$ cat src/rtl/debounce3_if.sv
// Signal bundle between the raw-input source and the debounce3 conditioner.
// The master drives the raw inputs; the slave (debounce3) drives the conditioned outputs.
interface debounce3_if;
    logic a_raw;
    logic b_raw;
    logic c_raw;
    logic a;
    logic b;
    logic c;
    logic settled;
    logic changed;

    modport master (
        output a_raw, b_raw, c_raw,
        input  a, b, c, settled, changed
    );

    modport slave (
        input  a_raw, b_raw, c_raw,
        output a, b, c, settled, changed
    );
endinterface

$ cat src/rtl/debounce3.sv
// Three-channel conditioner: 2-flop synchronizer plus stability-count debounce per
// channel. It produces the and3 operands, a settled flag and a toggle strobe.
module debounce3 #(
    parameter int STABLE_CYCLES = 4
) (
    input logic       clk,
    input logic       rst_n,
    debounce3_if.slave io
);
    localparam int CNT_W = $clog2(STABLE_CYCLES) + 1;
    localparam logic [CNT_W-1:0] CNT_MAX = CNT_W'(STABLE_CYCLES - 1);

    // Bit 2 = channel A, bit 1 = channel B, bit 0 = channel C.
    logic [2:0]       raw;
    logic [2:0]       s1_q, s1_d;
    logic [2:0]       s2_q, s2_d;
    logic [2:0]       q_q, q_d;
    logic [CNT_W-1:0] cnt_q [3];
    logic [CNT_W-1:0] cnt_d [3];
    logic             changed_q, changed_d;

    assign raw = {io.a_raw, io.b_raw, io.c_raw};

    always_comb begin
        s1_d = raw;
        s2_d = s1_q;
        q_d  = q_q;
        for (int i = 0; i < 3; i++) begin
            cnt_d[i] = cnt_q[i];
            // Any agreement wipes the count, so only an unbroken run of mismatches can toggle.
            if (s2_q[i] == q_q[i]) begin
                cnt_d[i] = '0;
            end else if (cnt_q[i] == CNT_MAX) begin
                q_d[i]   = s2_q[i];
                cnt_d[i] = '0;
            end else begin
                cnt_d[i] = cnt_q[i] + CNT_W'(1);
            end
        end
        changed_d = |(q_d ^ q_q);
    end

    always_ff @(posedge clk) begin
        if (!rst_n) begin
            s1_q      <= '0;
            s2_q      <= '0;
            q_q       <= '0;
            changed_q <= 1'b0;
            for (int i = 0; i < 3; i++) begin
                cnt_q[i] <= '0;
            end
        end else begin
            s1_q      <= s1_d;
            s2_q      <= s2_d;
            q_q       <= q_d;
            changed_q <= changed_d;
            for (int i = 0; i < 3; i++) begin
                cnt_q[i] <= cnt_d[i];
            end
        end
    end

    assign io.a       = q_q[2];
    assign io.b       = q_q[1];
    assign io.c       = q_q[0];
    assign io.settled = (s2_q == q_q);
    assign io.changed = changed_q;
endmodule

$ cat src/flat_wrapper.sv
// flat-port wrapper written by rule: the top's interface ports become plain ports
module debounce3_flat 
#(
    parameter int STABLE_CYCLES = 4
)
  (clk, rst_n, io_a_raw, io_b_raw, io_c_raw, io_a, io_b, io_c, io_settled, io_changed);
  debounce3_if io_i ();
  input logic clk;
  input logic rst_n;
  input wire logic [$bits(io_i.a_raw)-1:0] io_a_raw;
  input wire logic [$bits(io_i.b_raw)-1:0] io_b_raw;
  input wire logic [$bits(io_i.c_raw)-1:0] io_c_raw;
  output wire logic [$bits(io_i.a)-1:0] io_a;
  output wire logic [$bits(io_i.b)-1:0] io_b;
  output wire logic [$bits(io_i.c)-1:0] io_c;
  output wire logic [$bits(io_i.settled)-1:0] io_settled;
  output wire logic [$bits(io_i.changed)-1:0] io_changed;
  assign io_i.a_raw = io_a_raw;
  assign io_i.b_raw = io_b_raw;
  assign io_i.c_raw = io_c_raw;
  assign io_a = io_i.a;
  assign io_b = io_i.b;
  assign io_c = io_i.c;
  assign io_settled = io_i.settled;
  assign io_changed = io_i.changed;
  debounce3 #(.STABLE_CYCLES(STABLE_CYCLES)) u_core (.clk(clk), .rst_n(rst_n), .io(io_i));
endmodule
$ cat config.mk
export PLATFORM = sky130hd
export DESIGN_NAME = debounce3_flat
export DESIGN_NICKNAME = d
export VERILOG_FILES = /design/src/rtl/debounce3_if.sv /design/src/rtl/debounce3.sv /design/src/flat_wrapper.sv
export SDC_FILE = /design/constraint.sdc
export NUM_CORES = 1
export LEC_CHECK = 0
export ABC_AREA = 1
export ABC_CLOCK_PERIOD_IN_PS = 1260
export CAP_MARGIN = 20
export CORE_UTILIZATION = 40
export CTS_CLUSTER_SIZE = 28
export DETAILED_ROUTE_END_ITERATION = 10
export GPL_ROUTABILITY_DRIVEN = 0
export PLACE_DENSITY = 0.72
export SYNTH_ARGS = -nofsm -noshare
export SYNTH_HDL_FRONTEND = slang
export SYNTH_SLANG_ARGS = --single-unit
export TNS_END_PERCENT = 5
$ cat constraint.sdc
create_clock -name clk -period 1.26 [get_ports clk]
set_input_delay 0.189 -clock clk [delete_from_list [all_inputs] [get_ports clk]]
set_output_delay 0.189 -clock clk [all_outputs]
set_load 0.005 [all_outputs]
==> results_dict.tcl <==
set metrics [dict create \
    regArea_sq_um 384 \
    insertion_delay_ps 280 \
    synth-seq-area-share_pct 52.0 \
    syn_inst 88 \
    grt_pass1_wl_mm 1.87 \
    yosys_warnings 0 \
    setup_ws_ps -66.2 \
    syn_to_final_growth_pct 30.8 \
    drt-initial-drc-count 6 \
    fin_nets 124 \
    dieHeight_microns 44.8 \
    timing.critical_path.from_type "flip-flop" \
    slowest_delay_ps 340 \
    final_area_sq_um 957 \
    power_leakage_nw 0.494 \
    multiInputGateArea_sq_um 274 \
    syn_area_per_cell_sq_um 8.32 \
    synth.largest_area_cell "dfxtp_1" \
    vias_per_cell 4.29 \
    ff2ff_setup_slack_ps 120 \
    grt_max_degree 11 \
    fin_skew_ps 1.55 \
    instances_no_fill 137 \
    die_w_microns 44.8 \
    row_count 15 \
    coreArea_sq_um 1730 \
    antenna_found_initial 0 \
    synthTopCellsByArea "dfxtp_1 52%, ha_1 10%, inv_1 9.2%" \
    fmax_mhz 754 \
    cts-buffers-inserted 3 \
    synthesis.nets 99 \
    slew_headroom_pct 83.8 \
    dp_hpwl_microns 862 \
    cp-end-kind "primary output" \
    die-area_sq_um 2000 \
    path_cells "or2_4 -> nand2_2 -> nand2_1 -> nor2_1 -> buf_2" \
    r2r_cells 6 \
    place_area_sq_um 925 \
    synthTopCellsByCount "19 x dfxtp_1, 18 x inv_1, 16 x nand2_1, 12 x nor2_1, 6 x ha_1" \
    yosysMostFrequentCell "dfxtp_1" \
    period_needed_ps 1330 \
    dr.pass1.iters 4 \
    start_util_pct 42.4 \
    ir_worst_vdd_uv 632 \
    rsz0062_at_grt "yes" \
    fin_util_pct 55.4 \
    async_reset_ff_share_pct 0 \
    power.density_nw_per_um2 1010 \
    whs_path_depth 2 \
    worst_pin_slew_ps 243 \
    fill_cells 169 \
    hold_viol 0 \
    io_buffers 9 \
    syn_area_sq_um 732 \
    crit_arrival_ps 1140 \
    worstHoldStart "u_core.s1_q[0]$_SDFF_PN0_" \
    ant_nets 0 \
    dr_total_vias 588 \
    r2r-start "u_core.cnt_q[0][6]$_SDFF_PP0_" \
    hold_buffers 0 \
    grt_usage_pct 13.0 \
    critPathMaxFanout 3 \
    post-route-period-util_pct 105 \
    num_antenna_cells 0 \
    grt-ovfl-total 0 \
    wl_per_cell_microns 7.93 \
    cts.sinks 19 \
    cts_tree "built" \
    critical_path_class "reg2out" \
    setup_viol 1 \
    rr_endpoint "u_core.io.changed$_SDFF_PN0_" \
    whs_ps 417 \
    cp_data_required_time_ps 1070 \
    grt_pass1_vias 511 \
    synth-main-ff-cell "dfxtp_1" \
    drc 0 \
    cts-root-buf "clkbuf_4" \
    synth_top_area_share_pct 52.0 \
    hold_class "reg2reg" \
    hold_end "u_core.s2_q[0]$_SDFF_PN0_" \
    maxSlewViolCount 0 \
    synth-edff-count 0 \
    preCtsSetupSlack_ps -153 \
    drt-total-wl_mm 1.09 \
    clkTransAtPathRegs_ps 100 \
    power_mw 0.970 \
    clockBufferDepth 2 \
    ios 10 \
    outcome "finished with violations" \
    ys_ff_latch 19 \
    drv_cap 0 \
    yosysUniqueCellTypes 15 \
    htreeDepth 1 \
    setup.worst_path.start "u_core.q_q[2]$_SDFF_PN0_" \
    drive_gt1_share_pct 23.2 \
    cpMaxStageDelayCell "dfxtp_2" \
    dpl.cell_count 132 \
    tns_ps -66.2 \
    violations "setup timing" \
]
[cell type report]
class	count	area share, %
flip-flops and latches	19	40.1
multi-input cells	49	28.6
repair buffers	21	17.8
inverters	19	7.45
well taps	25	3.27
clock buffers	4	2.75
[timing repair]
action                     4_1_cts  5_1_grt
cloned                           0        0
pin swaps                        0        1
gates resized for setup         11        3
buffers inserted                 1        0
setup endpoints to repair        5        1
[sequential cells by signal (all words and copies together) (netlist names)]
name,cells
u_core.s2_q,3
u_core.io.changed,1
u_core.cnt_q,9
u_core.q_q,3
u_core.s1_q,3
[where the power goes]
part	switching, mW	leakage, nW	internal [mW]
Sequential	0.00450	0.156	0.612
Combinational	0.0283	0.323	0.0362
Clock	0.166	0.0150	0.123
Total	0.199	0.494	0.771
[routing by layer]
metal / GRT usage (%) / up-vias / wire (microns)
met4: 9.09 / 0 / 12
met5: 0 / - / 0
met1: 14.1 / 261 / 487
met3: 2.40 / 2 / 31
li1: - / 316 / -
met2: 22.6 / 9 / 554
[cells in the final DEF, fill, tap and decap left out, types with 2 or more instances in the layout]
master	synthesis	routed
dfxtp_2	0	3
o21ai_0	3	3
dlygate4sd2_1	0	4
inv_1	18	17
ha_1	6	6
inv_2	1	2
clkbuf_4	0	3
nand4_1	2	2
nand2_1	16	14
buf_4	0	12
nand2_2	0	2
nand3_1	3	3
nor2_1	12	12
a21oi_1	3	3
clkdlybuf4s50_1	0	4
dfxtp_1	19	16
[cell families after synthesis]
logic type	after synthesis	synth area share (%)
adder cells (fa/ha/maj)	6	10.3
AND/OR/NAND/NOR	37	22.4
flip-flops	19	52.0
buffers and inverters	20	11.3
AO/OA/AOI/OAI	6	4.10
[worst max-delay path, delay by kind of cell (launching register included)]
family | cells | cell delay [ps]
flops | 1 | 340
simple gates | 4 | 420
buf+inv | 1 | 110
[worst max-delay path by stage]
stage	end	slack [ps]	cells after the start
CTS	io_settled	-90	5
floorplan	u_core.io.changed$_SDFF_PN0_	230	6
finish	io_settled	-70	5
global route	io_settled	-140	5
detailed placement	io_settled	-150	5
global placement	io_settled	-150	5
Note: power is estimated with default switching activity, not from simulation.
